--- config.mk ---
export PLATFORM = sky130hd
export DESIGN_NAME = block_emitter
export DESIGN_NICKNAME = d
export VERILOG_FILES = /design/src/rtl/block_emitter_pkg.sv /design/src/rtl/block_emitter_word_rom.sv /design/src/rtl/block_emitter.sv
export SDC_FILE = /design/constraint.sdc
export NUM_CORES = 1
export LEC_CHECK = 0
export ABC_CLOCK_PERIOD_IN_PS = 2520
export CAP_MARGIN = 20
export CORE_MARGIN = 2
export CORE_UTILIZATION = 54
export DETAILED_ROUTE_END_ITERATION = 6
export HOLD_SLACK_MARGIN = 0.03
export PLACE_DENSITY = 0.79
export SETUP_SLACK_MARGIN = 0.4
export SLEW_MARGIN = 25
export SYNTH_ARGS = -nofsm -noshare
export SYNTH_HDL_FRONTEND = slang
export SYNTH_SLANG_ARGS = --single-unit
--- constraint.sdc ---
create_clock -name clk -period 2.52 [get_ports clk]
set_input_delay 0.504 -clock clk [delete_from_list [all_inputs] [get_ports clk]]
set_output_delay 0.504 -clock clk [all_outputs]
set_load 0.05 [all_outputs]
--- src/rtl/block_emitter_pkg.sv ---
// Shared command codes, FSM encoding and ASCII constants for the block emitter.
package block_emitter_pkg;

  localparam logic [1:0] CMD_BEGIN  = 2'd0;
  localparam logic [1:0] CMD_END    = 2'd1;
  localparam logic [1:0] CMD_FILLER = 2'd2;
  localparam logic [1:0] CMD_NOP    = 2'd3;

  typedef enum logic [1:0] {
    ST_IDLE = 2'd0,
    ST_EMIT = 2'd1,
    ST_SEP  = 2'd2
  } state_t;

  localparam logic [7:0] ASCII_SPACE = 8'h20;
  localparam logic [7:0] ASCII_B     = 8'h62;
  localparam logic [7:0] ASCII_E     = 8'h65;
  localparam logic [7:0] ASCII_G     = 8'h67;
  localparam logic [7:0] ASCII_I     = 8'h69;
  localparam logic [7:0] ASCII_N     = 8'h6E;
  localparam logic [7:0] ASCII_D     = 8'h64;

  localparam logic [2:0] BEGIN_LAST_IDX = 3'd4;
  localparam logic [2:0] END_LAST_IDX   = 3'd2;

endpackage

--- src/rtl/block_emitter_word_rom.sv ---
// block_word_rom: combinational (cmd, char index) -> character plus last-character flag.
module block_word_rom
  import block_emitter_pkg::*;
#(
  parameter logic [7:0] FILL_CHAR = 8'h78
) (
  input  logic [1:0] cmd_i,
  input  logic [2:0] idx_i,
  output logic [7:0] char_o,
  output logic       last_o
);

  // Word spelling lookup; out-of-range indices read as a space.
  always_comb begin
    char_o = ASCII_SPACE;
    last_o = 1'b1;
    case (cmd_i)
      CMD_BEGIN: begin
        last_o = (idx_i == BEGIN_LAST_IDX);
        case (idx_i)
          3'd0:    char_o = ASCII_B;
          3'd1:    char_o = ASCII_E;
          3'd2:    char_o = ASCII_G;
          3'd3:    char_o = ASCII_I;
          3'd4:    char_o = ASCII_N;
          default: char_o = ASCII_SPACE;
        endcase
      end
      CMD_END: begin
        last_o = (idx_i == END_LAST_IDX);
        case (idx_i)
          3'd0:    char_o = ASCII_E;
          3'd1:    char_o = ASCII_N;
          3'd2:    char_o = ASCII_D;
          default: char_o = ASCII_SPACE;
        endcase
      end
      CMD_FILLER: begin
        last_o = 1'b1;
        char_o = FILL_CHAR;
      end
      default: begin
        last_o = 1'b1;
        char_o = ASCII_SPACE;
      end
    endcase
  end

endmodule

--- src/rtl/block_emitter.sv ---
// Emits "begin"/"end"/filler words with a trailing space and tracks nesting depth.
// Optional macro BLOCK_EMITTER_GUARD_EN rejects END at depth 0 and BEGIN at saturation.
module block_emitter
  import block_emitter_pkg::*;
#(
  parameter int unsigned DEPTH_W   = 8,
  parameter logic [7:0]  FILL_CHAR = 8'h78
) (
  input  logic               clk,
  input  logic               reset,
  input  logic [1:0]         cmd,
  input  logic               cmd_valid,
  output logic               cmd_ready,
  output logic [7:0]         out,
  output logic               out_valid,
  output logic [DEPTH_W-1:0] depth,
  output logic               balanced,
  output logic               err
);

  localparam logic [DEPTH_W-1:0] DEPTH_MAX = {DEPTH_W{1'b1}};
  localparam logic [DEPTH_W-1:0] DEPTH_ONE = {{(DEPTH_W-1){1'b0}}, 1'b1};

  state_t             state_q, state_d;
  logic [1:0]         cmd_q, cmd_d;
  logic [2:0]         idx_q, idx_d;
  logic               last_q, last_d;
  logic [7:0]         out_q, out_d;
  logic               out_valid_q, out_valid_d;
  logic [DEPTH_W-1:0] depth_q, depth_d;
  logic               broken_q, broken_d;
  logic               balanced_q, balanced_d;
  logic               err_q, err_d;

  logic [1:0] rom_cmd;
  logic [2:0] rom_idx;
  logic [7:0] rom_char;
  logic       rom_last;
  logic       accept;
  logic       at_zero;
  logic       at_max;
  logic       reject;

  assign cmd_ready = reset && (state_q != ST_EMIT);
  assign accept    = cmd_valid && cmd_ready;
  assign at_zero   = (depth_q == {DEPTH_W{1'b0}});
  assign at_max    = (depth_q == DEPTH_MAX);

`ifdef BLOCK_EMITTER_GUARD_EN
  assign reject = accept && (((cmd == CMD_END) && at_zero) ||
                             ((cmd == CMD_BEGIN) && at_max));
`else
  assign reject = 1'b0;
`endif

  // While emitting, look ahead to the next character; otherwise the first char of the incoming cmd.
  always_comb begin
    rom_cmd = cmd;
    rom_idx = 3'd0;
    if (state_q == ST_EMIT) begin
      rom_cmd = cmd_q;
      rom_idx = idx_q + 3'd1;
    end else begin
      rom_cmd = cmd;
      rom_idx = 3'd0;
    end
  end

  block_word_rom #(
    .FILL_CHAR (FILL_CHAR)
  ) u_rom (
    .cmd_i  (rom_cmd),
    .idx_i  (rom_idx),
    .char_o (rom_char),
    .last_o (rom_last)
  );

  // Next-state, output and depth bookkeeping.
  always_comb begin
    state_d     = state_q;
    cmd_d       = cmd_q;
    idx_d       = idx_q;
    last_d      = last_q;
    out_d       = ASCII_SPACE;
    out_valid_d = 1'b0;
    depth_d     = depth_q;
    broken_d    = broken_q;
    err_d       = reject;

    case (state_q)
      ST_EMIT: begin
        if (last_q) begin
          state_d     = ST_SEP;
          out_valid_d = 1'b1;
        end else begin
          idx_d       = idx_q + 3'd1;
          out_d       = rom_char;
          last_d      = rom_last;
          out_valid_d = 1'b1;
        end
      end
      ST_IDLE, ST_SEP: begin
        // A rejected command behaves like NOP so SEP still lasts a single cycle.
        if (accept && (cmd != CMD_NOP) && !reject) begin
          state_d     = ST_EMIT;
          cmd_d       = cmd;
          idx_d       = 3'd0;
          out_d       = rom_char;
          last_d      = rom_last;
          out_valid_d = 1'b1;
        end else begin
          state_d = ST_IDLE;
        end
      end
      default: begin
        state_d = ST_IDLE;
      end
    endcase

    if (accept && !reject) begin
      if (cmd == CMD_BEGIN) begin
        if (!at_max) begin
          depth_d = depth_q + DEPTH_ONE;
        end else begin
          depth_d = depth_q;
        end
      end else if (cmd == CMD_END) begin
        if (!at_zero) begin
          depth_d = depth_q - DEPTH_ONE;
        end else begin
          broken_d = 1'b1;
        end
      end else begin
        depth_d = depth_q;
      end
    end else begin
      depth_d = depth_q;
    end

    balanced_d = (depth_d == {DEPTH_W{1'b0}}) && !broken_d;
  end

  // State and registered outputs with synchronous active-low reset.
  always_ff @(posedge clk) begin
    if (!reset) begin
      state_q     <= ST_IDLE;
      cmd_q       <= CMD_NOP;
      idx_q       <= 3'd0;
      last_q      <= 1'b0;
      out_q       <= ASCII_SPACE;
      out_valid_q <= 1'b0;
      depth_q     <= {DEPTH_W{1'b0}};
      broken_q    <= 1'b0;
      balanced_q  <= 1'b1;
      err_q       <= 1'b0;
    end else begin
      state_q     <= state_d;
      cmd_q       <= cmd_d;
      idx_q       <= idx_d;
      last_q      <= last_d;
      out_q       <= out_d;
      out_valid_q <= out_valid_d;
      depth_q     <= depth_d;
      broken_q    <= broken_d;
      balanced_q  <= balanced_d;
      err_q       <= err_d;
    end
  end

  assign out       = out_q;
  assign out_valid = out_valid_q;
  assign depth     = depth_q;
  assign balanced  = balanced_q;
  assign err       = err_q;

endmodule
==> summary by stage, run 1 <==
Run status
The run finished with clean final reports.

Floorplanning
The die covers 3610 um^2. The initial utilization of the core area, before any placement, comes to 56.1%. In this run the count of I/O pins placed on the die edge is 25. The floorplan step defined a core boundary enclosing 3030 um^2. Measured along the y axis, the die boundary spans 60.1 um. The die is 60.1 um wide. In this run the core area contains 20 standard-cell rows.

Synth
Synthesis inferred 25 register bits. By count the netlist is led by sky130_fd_sc_hd__dfxtp_1 (25), sky130_fd_sc_hd__nand2_1 (25), sky130_fd_sc_hd__nor2_1 (25). Averaged over all synthesized cells, the footprint is 7.59 um^2. By area, the combinational part of the netlist is dominated by simple AND/OR/NAND/NOR gates. Of all cell types, the one taking the most synthesized area is sky130_fd_sc_hd__dfxtp_1. The number of unique standard cell types used by synthesis is 55.

The count of mapped cells out of synthesis is 224. The synthesized netlist devotes 2.95% of its cell area to adder and majority cells. The fraction of synthesized area in multiplexers is 1.25%. Sorting the synthesized cells by area gives the leading types as sky130_fd_sc_hd__dfxtp_1 (29%), sky130_fd_sc_hd__a21oi_1 (5.9%), sky130_fd_sc_hd__nand2_1 (5.5%), sky130_fd_sc_hd__nor2_1 (5.5%), sky130_fd_sc_hd__ha_1 (2.9%).

The flip-flop cell with the highest count after synthesis is sky130_fd_sc_hd__dfxtp_1. After synthesis the cells add up to 1700 um^2. Summing the areas of all compound-gate instances in the mapped netlist gives 25.2% of the synthesized area. During synthesis, Yosys emitted a total of 0 warnings.

Of the synthesized area, sequential elements account for 29.5%. After Yosys synthesis, XOR and XNOR cells account for 3.02% of the synthesized area. The simple-gate share of the synthesized area is 30.5%.

Of all flip-flops after synthesis, the portion carrying an async set or reset was 0%. In this run, synthesis inferred 0 flip-flops with an integrated enable. The fraction of synthesized cell area taken by the top area cell type is 29.5%.

Route
The detailed-route via count is 1855. The first routing iteration left 105 violations. The count of nets left with antenna violations once routing finished came out at 0.

Before antenna repair, the detailed router went through 5 iterations. For this run, design rule violations remaining after detail routing come to 0. After detailed routing, the average wire length per cell comes to 15.6 um. In the routed layout, each cell is associated on average with a via count of 6.00.

The wire length after detailed routing is 4.81 mm.

Timing
The final count of hold timing violations is 0. The worst slew slack as a fraction of its limit is 64.9%. The period utilization is 81.6%. The final critical delay including setup and external delays is 2.06 ns. Setup violations remaining at the end of the flow were counted as 0. The total negative slack for setup checks is 0 ns. The transition time at the pin with the least slew margin is 0.523 ns. Static timing analysis puts the maximum clock frequency at 486 MHz. The clock tree skew after final layout is 0.00909 ns. The final count of pins violating max slew is 0. Setup repair after global routing could not meet its margin everywhere.

Clocking
No sink is reached through more buffers than the 2 on the longest clock path. Counting the buffers created by CTS gives 3. Clock-pin slew was measured on the worst setup and hold paths at 0.14 ns. The total clock sinks is 25. The tree is rooted in a sky130_fd_sc_hd__clkbuf_4.

The clock reaches the later pin of the worst-skew pair after 0.33 ns. TritonCTS built the clock tree. The count of H-tree levels built during CTS is 1.

Global routing
Global routing finished with a remaining overflow of 0. The first global-routing pass estimated 7.60 mm of wire. Global routing used 27.8% of the available tracks.

Entering global routing, the biggest net connects 16 pins. The number of antenna violations at the first check in global routing came to 0. The number of global-route vias before repair is 1606.

Final layout
The number of nets in the final layout is 275. The antenna diode count is 0. Counting the fill cells in the layout gives 232. The area added between synthesis and finish is 34.5%. In the final layout, the share of cells above drive strength 1 is 29.1%.

Critical path
The path depth of the worst reg2reg path is 8. The classification of the worst setup path is register to register. The biggest fanout along the worst timing path is 4. The worst setup path is launched from a register. For the worst setup path, the data arrival time is 2.29 ns.

The sort of element at the end of the critical path is a register. For the worst setup path, the data required time is 2.76 ns.

Power
Dividing total power by cell area gives a power density of 447 nW/um^2. The static leakage is 0.980 nW. The maximum resistive drop on vdd is 0.357 mV. The power after layout is 0.00102 W.

Hold path
The type of the most critical hold path is register to register. The depth of the worst hold-timing path is 2.

Run
Max-cap violations in this run came to 0.

Place
Buffers placed on the I/O ports in this run total 21. Once detailed placement completed, the half-perimeter wirelength came to 3.38 mm. At the end of routability-driven placement, the weighted congestion stood at 1.05.
-- power by group --
| group | switching, W | internal [W] | leakage, nW |
|---|---|---|---|
| clock network | 0.000125 | 0.0000609 | 0.0139 |
| logic | 0.000236 | 0.000164 | 0.758 |
| registers | 0.0000183 | 0.000416 | 0.208 |
-- per-layer routing --
metal | track usage (%) | up-vias | part of all wire, %
li1 | - | 890 | -
met1 | 40.4 | 840 | 45
met2 | 40.4 | 109 | 43
met3 | 5.41 | 16 | 10
met4 | 10.2 | 0 | 2.4
met5 | 0 | - | 0
-- critical path: stages, from the launching register on --
cell	delay, ns
sky130_fd_sc_hd__dfxtp_4	0.39
sky130_fd_sc_hd__ha_1	0.19
sky130_fd_sc_hd__nand4_1	0.19
sky130_fd_sc_hd__buf_4	0.20
sky130_fd_sc_hd__or2_2	0.30
sky130_fd_sc_hd__a21boi_0	0.35
sky130_fd_sc_hd__o32ai_4	0.13
sky130_fd_sc_hd__nand4_1	0.13
sky130_fd_sc_hd__o41ai_2	0.08
-- placed cells by master (no fill, tap or decap), types with 4 or more instances in the layout --
master,netlist,layout
sky130_fd_sc_hd__a21oi_1,20,20
sky130_fd_sc_hd__and2_1,6,5
sky130_fd_sc_hd__and3_1,4,4
sky130_fd_sc_hd__buf_4,3,30
sky130_fd_sc_hd__clkdlybuf4s50_1,0,12
sky130_fd_sc_hd__dfxtp_1,25,17
sky130_fd_sc_hd__dfxtp_2,0,6
sky130_fd_sc_hd__dlygate4sd2_1,0,8
sky130_fd_sc_hd__inv_1,10,8
sky130_fd_sc_hd__nand2_1,25,24
sky130_fd_sc_hd__nand3_1,9,9
sky130_fd_sc_hd__nor2_1,25,21
sky130_fd_sc_hd__nor2_2,1,4
sky130_fd_sc_hd__nor3_1,5,4
sky130_fd_sc_hd__o21ai_0,9,9
-- sequential cells by signal (all words and copies together), names as in the netlist --
signal,cells
out_valid,1
idx_q,3
out,6
broken_q,1
last_q,1
depth,8
balanced,1
state_q,2
cmd_q,2
-- final cells by class --
| class | count | area, um^2 | area share (%) |
|---|---|---|---|
| clock inverter | 1 | 7.51 | 0.328 |
| multi-input combinational | 175 | 1210 | 53.0 |
| inverter | 10 | 37.5 | 1.64 |
| clock buffer | 3 | 22.5 | 0.985 |
| timing repair buffer | 51 | 435 | 19.0 |
| sequential | 25 | 515 | 22.6 |
| tap | 44 | 55.1 | 2.41 |
-- metrics by stage --
step / setup WS, ns / cell area (um^2) / hold slack (ns) / cells / utilization [%]
6_report: 0.463 / 2290 / 0.489 / 309 / 75.5
5_1_grt: 0.309 / 2290 / 0.517 / 309 / 75.5
4_1_cts: 0.405 / 2200 / 0.494 / 307 / 72.6
3_5_place_dp: -0.0425 / 2050 / 0.464 / 295 / 67.6
3_3_place_gp: 0.0761 / 2050 / 0.453 / 295 / 67.6
2_1_floorplan: 0.411 / 1710 / 0.424 / 225 / -
-- repair_timing --
action | CTS | global route
pin swaps | 5 | 5
gates cloned | 0 | 0
gates resized for setup | 30 | 13
setup endpoints to repair | 9 | 5
buffers inserted | 8 | 2
hold buffers | 0 | 0
-- final timing paths --
kind | end | slack [ns] | startpoint
min | broken_q | 0.49 | broken_q
min reg2reg | broken_q | 0.49 | broken_q
max | balanced | 0.46 | depth[0]
max reg2reg | balanced | 0.46 | depth[0]
-- kinds of logic (layout without fill, tap and decap cells) --
| family | Yosys count | after routing |
|---|---|---|
| adders and majority gates | 4 | 4 |
| DFF | 25 | 25 |
| buffers and inverters | 25 | 65 |
| and+or+nand+nor | 99 | 99 |
| other | 2 | 3 |
| xor gates and xnor gates | 5 | 5 |
| muxes | 2 | 2 |
| AOI/OAI and AO/OA | 62 | 62 |
Power figures use the tool's default switching activity.
==> run 2: changes to the inputs <==
Settings changed: ABC_CLOCK_PERIOD_IN_PS 2520 to 2100.
Clock period 2.52 ns to 2.1 ns, I/O delays scaled along.
==> summary by stage, run 2 (synthesis results as in run 1) <==
Timing
The period utilization is 106%. The clock tree skew after final layout came to 0.00518 ns (was 0.00909 ns). The final critical delay including setup and external delays is 2.22 ns. The worst-case setup margin in the final layout is -0.120 ns (was 0.463 ns).

Setup repair after global routing missed its margin: true (unchanged). The transition time at the pin with the least slew margin was 0.560 ns (was 0.523 ns). The final number of setup-violating endpoints came to 1 (was 0). The worst slew slack as a fraction of its limit is 62.4% (was 64.9%). The total negative slack for setup checks came to -0.120 ns (was 0 ns). Derived from the worst setup path, the maximum achievable clock frequency is 450 MHz. The final count of pins violating max slew is 0 (unchanged). The final count of hold timing violations is 0 (unchanged).

Route
The first-pass iteration count of the detailed router came to 7 (was 5). The number of vias per cell after detailed routing was 7.11 (was 6.00). The number of DRC violations after detailed routing came to 121 (was 0). The number of DRC markers in iteration 0 is 487 (was 105).

The wire length after detailed routing is 8.20 mm (was 4.81 mm). The routed wirelength normalized by instance count is 23.9 um (was 15.6 um). The post-route antenna net violation count is 0 (unchanged).

The detailed-route via count is 2440 (was 1855).

Critical path
The sort of element at the end of the critical path is a register (unchanged). The kind of start point of the critical path is an input pin (was register). The worst endpoint data arrival time is 2.50 ns (was 2.29 ns). The biggest fanout along the worst timing path is 4 (unchanged). The classification of the worst setup path is input pin to register (was register to register). The data required time at the worst endpoint was 2.38 ns (was 2.76 ns).

Clocking
The CTS root buffer was sky130_fd_sc_hd__clkbuf_4 (unchanged). The total clock sinks is 25 (unchanged). The number of clock buffers inserted by TritonCTS is 3 (unchanged). The clock input transition at the sequential cells of the worst setup and hold paths came to 0.15 ns (was 0.14 ns). The TritonCTS clock tree is built (unchanged).

The clock insertion delay at the later pin of the skew report is 0.37 ns (was 0.33 ns). The hold-fix buffer count after cts is 0 (unchanged). The worst-case clock buffer depth is 2 (unchanged). The count of H-tree levels built during CTS came to 1 (unchanged).

Final layout
Commonest cells after routing, fill and taps aside: sky130_fd_sc_hd__buf_4 (53), sky130_fd_sc_hd__nand2_1 (25), sky130_fd_sc_hd__nor2_1 (18) (was sky130_fd_sc_hd__buf_4 (30), sky130_fd_sc_hd__nand2_1 (24), sky130_fd_sc_hd__nor2_1 (21)). The most common library cell in the layout ignoring fill and taps is sky130_fd_sc_hd__buf_4 (unchanged). The flip-flop count of the largest register, all copies and words added is 8 (unchanged). The fill cell instance count of the final layout is 104 (was 232). The antenna diode count is 0 (unchanged). The share of post-route cells with drive strength above 1 is 49.2% (was 29.1%). The number of nets in the final layout is 309 (was 275). The area added between synthesis and finish was 64.8% (was 34.5%). The core utilization of the finished layout is 92.5% (was 75.5%).

Floorplanning
The starting density of the core is 56.1% (unchanged). The core footprint was 3030 um^2 (unchanged). The number of primary I/O pins was 25 (unchanged).

The floorplan die width came to 60.1 um (unchanged). The floorplan row count is 20 (unchanged). The height of the die came to 60.1 um (unchanged). The die footprint is 3610 um^2 (unchanged).

Global routing
The number of antenna violations at the first check in global routing was 0 (unchanged). The first-pass GRT wire length came to 8.80 mm (was 7.60 mm). The number of global-route vias before repair is 1785 (was 1606). The maximum number of pins on one net before global-route repair is 16 (unchanged). The final global-route overflow total was 0 (unchanged). The total global routing track utilization is 32.4% (was 27.8%).

Hold path
The type of the most critical hold path is register to register (unchanged).

Run
The number of maximum-capacitance violations is 0 (unchanged).

Power
The static leakage is 1.20 nW (was 0.980 nW). The power per standard cell area was 511 nW/um^2 (was 447 nW/um^2). The maximum resistive drop on vdd came to 0.380 mV (was 0.357 mV).

Run status
The final reports fail on design-rule violations, negative setup slack. Run status: complete, but fails checks (was complete, no violations).

Place
The final RePlAce weighted congestion was 0.963 (was 1.05). The sum of net half-perimeters after detailed placement is 3.53 mm (was 3.38 mm). The count of buffers inserted at the top-level ports was 21 (unchanged).
[run 2: cell count changes in the layout (fill, tap and decap cells not counted), sizes merged]
cell,delta
buf,+34
clkinvlp,-1
clkbuf,+4
clkdlybuf4s15,+5
dlygate4sd2,+2
inv,+1
clkdlybuf4s50,-11
[run 2: cell type report]
type                    instances  area [um^2]  area share [%]
clock buffers                   3         22.5           0.804
flip-flops and latches         25          534            19.1
repair buffers                 85          722            25.8
clock inverters                 1         6.26           0.223
well taps                      44         55.1            1.97
inverters                      10         42.5            1.52
multi-input cells             175         1420            50.6
[run 2: metrics by stage]
| step | instances | total power, W | hold WS (ns) | setup slack (ns) | instance area [um^2] |
|---|---|---|---|---|---|
| after global placement | 312 | 0.000981 | 0.447 | -0.247 | 2220 |
| final | 343 | 0.00143 | 0.518 | -0.120 | 2800 |
| after CTS | 331 | 0.00128 | 0.493 | 0.0637 | 2520 |
| after detailed placement | 312 | 0.000983 | 0.470 | -0.308 | 2220 |
| after floorplan | 225 | 0.000819 | 0.424 | 0.144 | 1760 |
| after global routing | 343 | 0.00147 | 0.544 | -0.141 | 2800 |
[run 2: power by group]
part           total, W  switching [W]  internal [W]
clock network  0.000253       0.000178     0.0000751
registers      0.000524      0.0000298      0.000495
logic          0.000654       0.000384      0.000271
[run 2: repair_timing]
item / in CTS / in global routing
pin swaps: 16 / 28
cloned: 0 / 0
setup buffers: 15 / 12
resized for setup: 70 / 49
setup endpoints to repair: 34 / 20
[run 2: worst max-delay path: stages]
cell and delay (ns):
sky130_fd_sc_hd__clkdlybuf4s50_1 0.50, sky130_fd_sc_hd__nand2_1 0.16, sky130_fd_sc_hd__nor3_1 0.48, sky130_fd_sc_hd__a21oi_1 0.20, sky130_fd_sc_hd__a22oi_2 0.27, sky130_fd_sc_hd__nand3_1 0.12, sky130_fd_sc_hd__o41ai_2 0.36
[run 2: final timing paths]
check | start | endpoint | slack, ns | cells past startpoint
worst max-delay path | cmd_valid | balanced | -0.12 | 7
worst min-delay path | cmd_q[1] | cmd_q[1] | 0.52 | 2
worst max register to register | depth[1] | balanced | -0.08 | 9
worst min register to register | cmd_q[1] | cmd_q[1] | 0.52 | 2
[run 2: routing by layer]
metal	GRT usage (%)	wire length [um]	vias to the layer above
li1	-	-	957
met1	47.4	2880	1080
met2	47.8	3450	295
met3	5.84	1190	108
met4	10.2	673	0
met5	0	0	-
